--- src/rtl/pc_seq_ctrl.sv ---
// Fetch/update sequencer for the 8-slot PC bank: fetches at pc_in, hands the word to execute,
// then converts the execute result into single-cycle bank pulses. Optional: PC_SEQ_MEM_TIMEOUT_EN.
module pc_seq_ctrl #(
  parameter int PC_W        = 9,
  parameter int INSTR_W     = 16,
  parameter int DEPTH       = 8,
  parameter int TIMEOUT_CYC = 64
) (
  input  logic                       clk,
  input  logic                       rst_n,
  input  logic                       start,
  input  logic                       halt,
  input  logic [PC_W-1:0]            pc_in,
  output logic                       mem_req,
  output logic [PC_W-1:0]            mem_addr,
  input  logic                       mem_ack,
  input  logic [INSTR_W-1:0]         mem_rdata,
  output logic [INSTR_W-1:0]         instr,
  output logic                       instr_valid,
  input  logic                       exec_done,
  input  logic [1:0]                 exec_cmd,
  input  logic [PC_W-1:0]            exec_target,
  output logic                       pc_inc,
  output logic                       pc_ref_inc,
  output logic                       pc_ref_dec,
  output logic                       pc_load,
  output logic [PC_W-1:0]            pc_load_val,
  output logic [$clog2(DEPTH)-1:0]   depth,
  output logic                       busy,
  output logic                       fault,
  output logic [1:0]                 fault_code
);

  localparam int DW = $clog2(DEPTH);
  localparam logic [DW-1:0] DEPTH_MAX = DW'(DEPTH - 1);

  localparam logic [1:0] FC_NONE     = 2'd0;
  localparam logic [1:0] FC_CALL_OVF = 2'd1;
  localparam logic [1:0] FC_RET_UDF  = 2'd2;
  localparam logic [1:0] FC_MEM_TMO  = 2'd3;

  typedef enum logic [2:0] {
    S_IDLE, S_FETCH, S_WAIT, S_EXEC, S_UPDATE, S_LOAD, S_FAULT
  } state_t;

  typedef enum logic [1:0] {
    CMD_NEXT = 2'd0, CMD_JMP = 2'd1, CMD_CALL = 2'd2, CMD_RET = 2'd3
  } cmd_t;

  state_t          state, state_nxt;
  logic [1:0]      code_nxt;
  cmd_t            cmd_q;
  logic [PC_W-1:0] target_q;
  logic            halt_pend;
  logic            timeout_hit;

`ifdef PC_SEQ_MEM_TIMEOUT_EN
  localparam int TW = (TIMEOUT_CYC > 1) ? $clog2(TIMEOUT_CYC) : 1;
  logic [TW-1:0] tmr;

  // Counter is zero on every WAIT entry because it is held clear outside WAIT.
  always_ff @(posedge clk or negedge rst_n) begin
    if (!rst_n) begin
      tmr <= '0;
    end else if (state == S_WAIT) begin
      tmr <= tmr + TW'(1);
    end else begin
      tmr <= '0;
    end
  end

  assign timeout_hit = (state == S_WAIT) && !mem_ack && (tmr == TW'(TIMEOUT_CYC - 1));
`else
  logic unused_timeout;
  assign unused_timeout = ^TIMEOUT_CYC;
  assign timeout_hit    = 1'b0;
`endif

  always_comb begin
    state_nxt = state;
    code_nxt  = fault_code;
    case (state)
      S_IDLE:   if (start) state_nxt = S_FETCH;
      S_FETCH:  state_nxt = (halt || halt_pend) ? S_IDLE : S_WAIT;
      S_WAIT: begin
        if (mem_ack) begin
          state_nxt = S_EXEC;
        end else if (timeout_hit) begin
          state_nxt = S_FAULT;
          code_nxt  = FC_MEM_TMO;
        end
      end
      S_EXEC: begin
        if (exec_done) begin
          state_nxt = S_UPDATE;
          // Depth guard is checked here so the bank never sees an out-of-range pointer move.
          if (cmd_t'(exec_cmd) == CMD_CALL && depth == DEPTH_MAX) begin
            state_nxt = S_FAULT;
            code_nxt  = FC_CALL_OVF;
          end else if (cmd_t'(exec_cmd) == CMD_RET && depth == '0) begin
            state_nxt = S_FAULT;
            code_nxt  = FC_RET_UDF;
          end
        end
      end
      S_UPDATE: state_nxt = (cmd_q == CMD_CALL) ? S_LOAD : S_FETCH;
      S_LOAD:   state_nxt = S_FETCH;
      S_FAULT:  state_nxt = S_FAULT;
      default:  state_nxt = S_IDLE;
    endcase
  end

  always_comb begin
    pc_inc      = (state == S_UPDATE) && (cmd_q == CMD_NEXT || cmd_q == CMD_CALL);
    pc_ref_inc  = (state == S_UPDATE) && (cmd_q == CMD_CALL);
    pc_ref_dec  = (state == S_UPDATE) && (cmd_q == CMD_RET);
    pc_load     = ((state == S_UPDATE) && (cmd_q == CMD_JMP)) || (state == S_LOAD);
    pc_load_val = pc_load ? target_q : '0;
    mem_req     = (state == S_WAIT);
    instr_valid = (state == S_EXEC);
    busy        = (state != S_IDLE) && (state != S_FAULT);
    fault       = (state == S_FAULT);
  end

  always_ff @(posedge clk or negedge rst_n) begin
    if (!rst_n) begin
      state      <= S_IDLE;
      fault_code <= FC_NONE;
      mem_addr   <= '0;
      instr      <= '0;
      cmd_q      <= CMD_NEXT;
      target_q   <= '0;
      depth      <= '0;
      halt_pend  <= 1'b0;
    end else begin
      state      <= state_nxt;
      fault_code <= code_nxt;
      if (state == S_FETCH) mem_addr <= pc_in;
      if (state == S_WAIT && mem_ack) instr <= mem_rdata;
      if (state == S_EXEC && exec_done) begin
        cmd_q    <= cmd_t'(exec_cmd);
        target_q <= exec_target;
      end
      // depth moves on the same edge as the bank pointer so it mirrors it exactly
      if (state == S_UPDATE) begin
        if (cmd_q == CMD_CALL)     depth <= depth + DW'(1);
        else if (cmd_q == CMD_RET) depth <= depth - DW'(1);
      end
      if (state == S_IDLE || state == S_FETCH) begin
        halt_pend <= 1'b0;
      end else if (halt && (state inside {S_WAIT, S_EXEC, S_UPDATE, S_LOAD})) begin
        halt_pend <= 1'b1;
      end
    end
  end

`ifndef SYNTHESIS
  a_ref_excl: assert property (@(posedge clk) disable iff (!rst_n) !(pc_ref_inc && pc_ref_dec));
  a_load_inc: assert property (@(posedge clk) disable iff (!rst_n) !(pc_load && pc_inc));
`endif

endmodule

--- config.mk ---
export PLATFORM = sky130hd
export DESIGN_NAME = pc_seq_ctrl
export DESIGN_NICKNAME = d
export VERILOG_FILES = /design/src/rtl/pc_seq_ctrl.sv
export SDC_FILE = /design/constraint.sdc
export NUM_CORES = 1
export LEC_CHECK = 0
export BUFFER_PORTS_ARGS = -buffer_cell sky130_fd_sc_hd__buf_2
export CORE_UTILIZATION = 51
export CTS_CLUSTER_SIZE = 8
export DETAILED_ROUTE_END_ITERATION = 8
export PLACE_DENSITY = 0.82
export SLEW_MARGIN = 25
export SYNTH_ARGS = -nofsm -noshare
export SYNTH_HDL_FRONTEND = slang
export SYNTH_SLANG_ARGS = --single-unit
--- constraint.sdc ---
create_clock -name clk -period 2.7 [get_ports clk]
set_input_delay 0 -clock clk [delete_from_list [all_inputs] [get_ports clk]]
set_output_delay 0 -clock clk [all_outputs]
set_load 0.1 [all_outputs]
Word-level counts from Yosys, hierarchy flattened:

Index checks and enable logic that the tools add are counted.

* bits of input ports: 42
* flip-flop bits (word level): 45
* word-level logic and storage cells: 66

* $add $sub $neg: 2
* equal/unequal tests: 16
* muxes and demuxes: 15
* reduce and logical (&&, ||, !) cells: 25

Operator list (number)
* $pmux 3 s7: 1
* $mux 3: 6
* $eq 3x3->1 const B: 4
* $logic_and 1x1->1: 10
* $mux 2: 5
* $mux 9: 1
* $eq 2x2->1 const B: 4
* $eq 3x2->1 const B: 2
* $logic_not 3->1: 2
* $reduce_and 3->1: 2
* $reduce_bool 2->1: 3
* $logic_or 1x1->1: 4
* $ne 2x1->1 const B: 2
* $reduce_bool 4->1: 1
* $add 3x1->3 const B: 1
* $eq 3x1->1 const B: 1
* $ne 3x3->1 const B: 1
* $reduce_bool 3->1: 1
* $sub 3x1->3 const B: 1
* $eq 2x1->1 const B: 1
* $logic_not 2->1: 1
* $mux 1: 2
* $ne 2x2->1 const B: 1
* $reduce_and 2->1: 1

Logic depth before layout (Yosys ltp):

* word-level depth: 6
* depth in mapped cells: 6
* gate-level depth less buffers: 5

Worst setup path before layout:

OpenSTA, ideal clock, no wires.

* kind: reg-to-output
* from: register state[1]
* to: output port pc_inc
* path buffers: 1
* path slack: -13 ps
* stages on the path, launching flop included: 4
* arrival time: 2713 ps
* cells stage by stage: dfrtp_1 > buf_2 > nand2b_1 > nor3_1

* longest elaborated chain between the ends: 2

Ends and longest elaborated chain
* from (decl): line 50 `state_t state, state_nxt;`
* from (signal assigned): line 136 `state <= state_nxt;`
* $eq 3x3->1: line 114 `pc_inc = (state == S_UPDATE) && (cmd_q == CMD_NEXT || cmd_q == CMD_CALL);`
* $logic_and 1x1->1: line 114
* to (decl): line 23 `output logic pc_inc,`

No other way between the ends.

Final worst setup path:

* from: register state[1]
* to: output port pc_load_val[8]

* longest elaborated chain between the ends: 4

Ends and longest elaborated chain
* $eq 3x3->1: line 117 `pc_load = ((state == S_UPDATE) && (cmd_q == CMD_JMP)) || (state == S_LOAD);`
* $logic_and 1x1->1: line 117
* $logic_or 1x1->1 (*): line 117
* $mux 9 (*): line 118 `pc_load_val = pc_load ? target_q : '0;`
* to (decl): line 27 `output logic [PC_W-1:0] pc_load_val,`

Every way passes the cells marked *; elsewhere a longest branch is shown, timed or not.

==> run_results.csv <==
group,metric,value,unit
synthesis,yosys.cell_count.top_type,"dfrtp_1",
synthesis,syn-num-nets,192,
grt,grt_usage,24.65,%
synthesis,ys_async_sr_fraction,100.0,%
setup_path,crit_path_start_kind,"flop",
detailed_routing,drtAntennaViolNets,0,
setup_path,r2r_start,"state[2]",
setup_path,reg2regPathDepth,2,
setup_path,worstSetupEndpoint,"pc_load_val[8]",
clock_network,root_buffer,"clkbuf_8",
detailed_routing,routedWlPerCell,15.24,um
sta,relSlewSlack,53.72,%
layout,drive_above_1_share,50.91,%
setup_path,crit_fanout,10,
sta,finalHoldViolations,0,
grt,grt_max_degree,46,
clock_network,ctsHoldBuffers,38,
sta,period_share,72.76,%
synthesis,netlist_instances,148,
floorplan,die_w,65.49,um
sta,skew,0.003976,ns
synthesis,synth_edf_count,0,
synthesis,synth_top_area_share,54.78,%
setup_path,r2r_end,"cmd_q[1]",
layout,fillCellCount,237,
setup_path,cp.arrival,1.96,ns
placement,io_buffers,88,
layout,post_layout_nonfiller_instances,323,
clock_network,clk_path_buf_depth,2,
sta,hold_ws,0.04781,ns
floorplan,boundaryPins,89,
sta,min_period,1.964,ns
sta,setup_ws,0.7356,ns
layout,syn_to_final_growth,44.13,%
floorplan,rows,22,
placement,post-place-ws,0.9632,ns
setup_path,required,2.70,ns
clock_network,cts_tree,"built",
grt,grt_pass1_wl,7610,um
clock_network,cts.sinks,45,
detailed_routing,drcViolationCount,0,
worst_hold_path,hp-class,"in -> reg",
layout,multi_input_area,833.3,sq um
detailed_routing,drt_wl_total,4922,um
placement,dp.cells,278,
synthesis,ys_ff_latch,45,
sta,tns,0,ns
detailed_routing,via_count,1572,
sta,setup_viol,0,
sta,drv_slew,0,
synthesis,synth_common_cells,"dfrtp_1, mux2_2, and2_1",
layout,antennaDiodeCount,0,
clock_network,insertion_delay,0.29,ns
clock_network,cts_buffers,5,
job,drv_cap,0,
setup_path,end_kind,"output port",
synthesis,syn_avg_cell_area,13.89,sq um
floorplan,core,3771,sq um
sta,worst_pin_slew,0.6937,ns
floorplan,start_util,54.51,%
detailed_routing,drtPass1Iterations,4,
synthesis,yosys.area.top_type,"dfrtp_1",
grt,grt_pass1_vias,1618,
synthesis,syn-cell-area,2056,sq um
clock_network,post-cts-setup-buffer-count,0,
grt,antenna_found_initial,0,
status,outcome,"finished, final reports clean",
detailed_routing,via_per_inst,4.867,
floorplan,dieArea,4289,sq um
setup_path,crit_path_start,"state[1]",
floorplan,die_h,65.49,um
synthesis,ys.flop_type,"dfrtp_1",
layout,regArea,1126,sq um
synthesis,yosys-top-cells-area,"dfrtp_1, mux2_2, mux2_4, and2_1, buf_6",
clock_network,clk_pin_slew,0.07,ns
layout,nets,319,
setup_path,ff2ff_setup_slack,0.95,ns
grt,grt_overflow_total,0,
detailed_routing,drt_iter0_drc,60,
sta,rsz0062_at_grt,"no",
clock_network,htree_levels,2,
clock_network,post_cts_resize_count,0,
synthesis,seq_area_frac_synth,54.78,%
synthesis,synth_warnings,0,
placement,hpwl,2892,um
sta,max_freq,509.1,MHz
setup_path,critPathKind,"reg -> out",
placement,routabilityCongestion,0.8289,
synthesis,synth_cell_types,37,
## area by class of cell
class / instances / share of cell area [%]
sequential: 45 / 38.01
timing repair buffer: 128 / 28.29
multi-input combinational: 90 / 28.13
clock buffer: 7 / 2.914
tap: 48 / 2.027
inverter: 5 / 0.6334
## cell usage in the layout, fill, tap and decap left out, types with 2 or more instances in the layout
master	count
nand2_1	5
buf_2	87
xor2_1	2
nor3b_1	2
clkbuf_8	6
o21ai_0	3
nor2_1	2
dlygate4sd3_1	38
mux2i_1	2
mux2_4	10
dfrtp_1	45
and2_1	11
mux2_2	26
nand2b_1	3
buf_4	3
nor3_1	2
a31o_2	2
inv_1	5
## cell families (layout without fill, tap and decap cells)
kind of cell    after synthesis  count (layout)  share of synthesized area (%)
compound gates               12              12                          4.200
xor+xnor                      3               3                          1.278
fa+ha+maj                     2               2                          1.582
buf+inv                      13             140                          4.930
flops                        45              45                          54.78
mux                          38              38                          22.52
simple gates                 35              35                          10.71
## sequential cells by signal, indices dropped and copies added, names as in the netlist
name and flops:
mem_addr 9, target_q 9, state 3, halt_pend 1
instr 16, fault_code 2, depth 3, cmd_q 2
## per-layer routing
layer | part of all wire (%) | GRT usage [%]
met1 | 41 | 28.67
met2 | 52 | 43.56
met3 | 5.1 | 6.944
met4 | 1.8 | 7.880
met5 | 0 | 0
## worst min-delay path by stage
stage	startpoint	to	depth (start not counted)
after floorplan	rst_n	cmd_q[0]	0
after global placement	rst_n	mem_addr[6]	1
after detailed placement	rst_n	mem_addr[6]	1
after CTS	exec_cmd[1]	state[1]	3
after global routing	start	state[0]	3
final	exec_cmd[1]	state[1]	3
## critical path: stages, from the launching register on
cell,delay (ns)
dfrtp_1,0.46
nand2b_1,0.25
a21oi_2,0.34
and2_1,0.19
buf_2,0.43
## stage by stage
| stage | utilization (%) | cell area [sq um] |
|---|---|---|
| after detailed placement | 66.12 | 2494 |
| after floorplan | - | 2061 |
| after global routing | 78.57 | 2963 |
| final | 78.57 | 2963 |
| after global placement | 66.12 | 2494 |
| after CTS | 78.50 | 2960 |
Power is not shown: default switching activity piles up to over one toggle a cycle in this logic, so the estimate is an artifact.
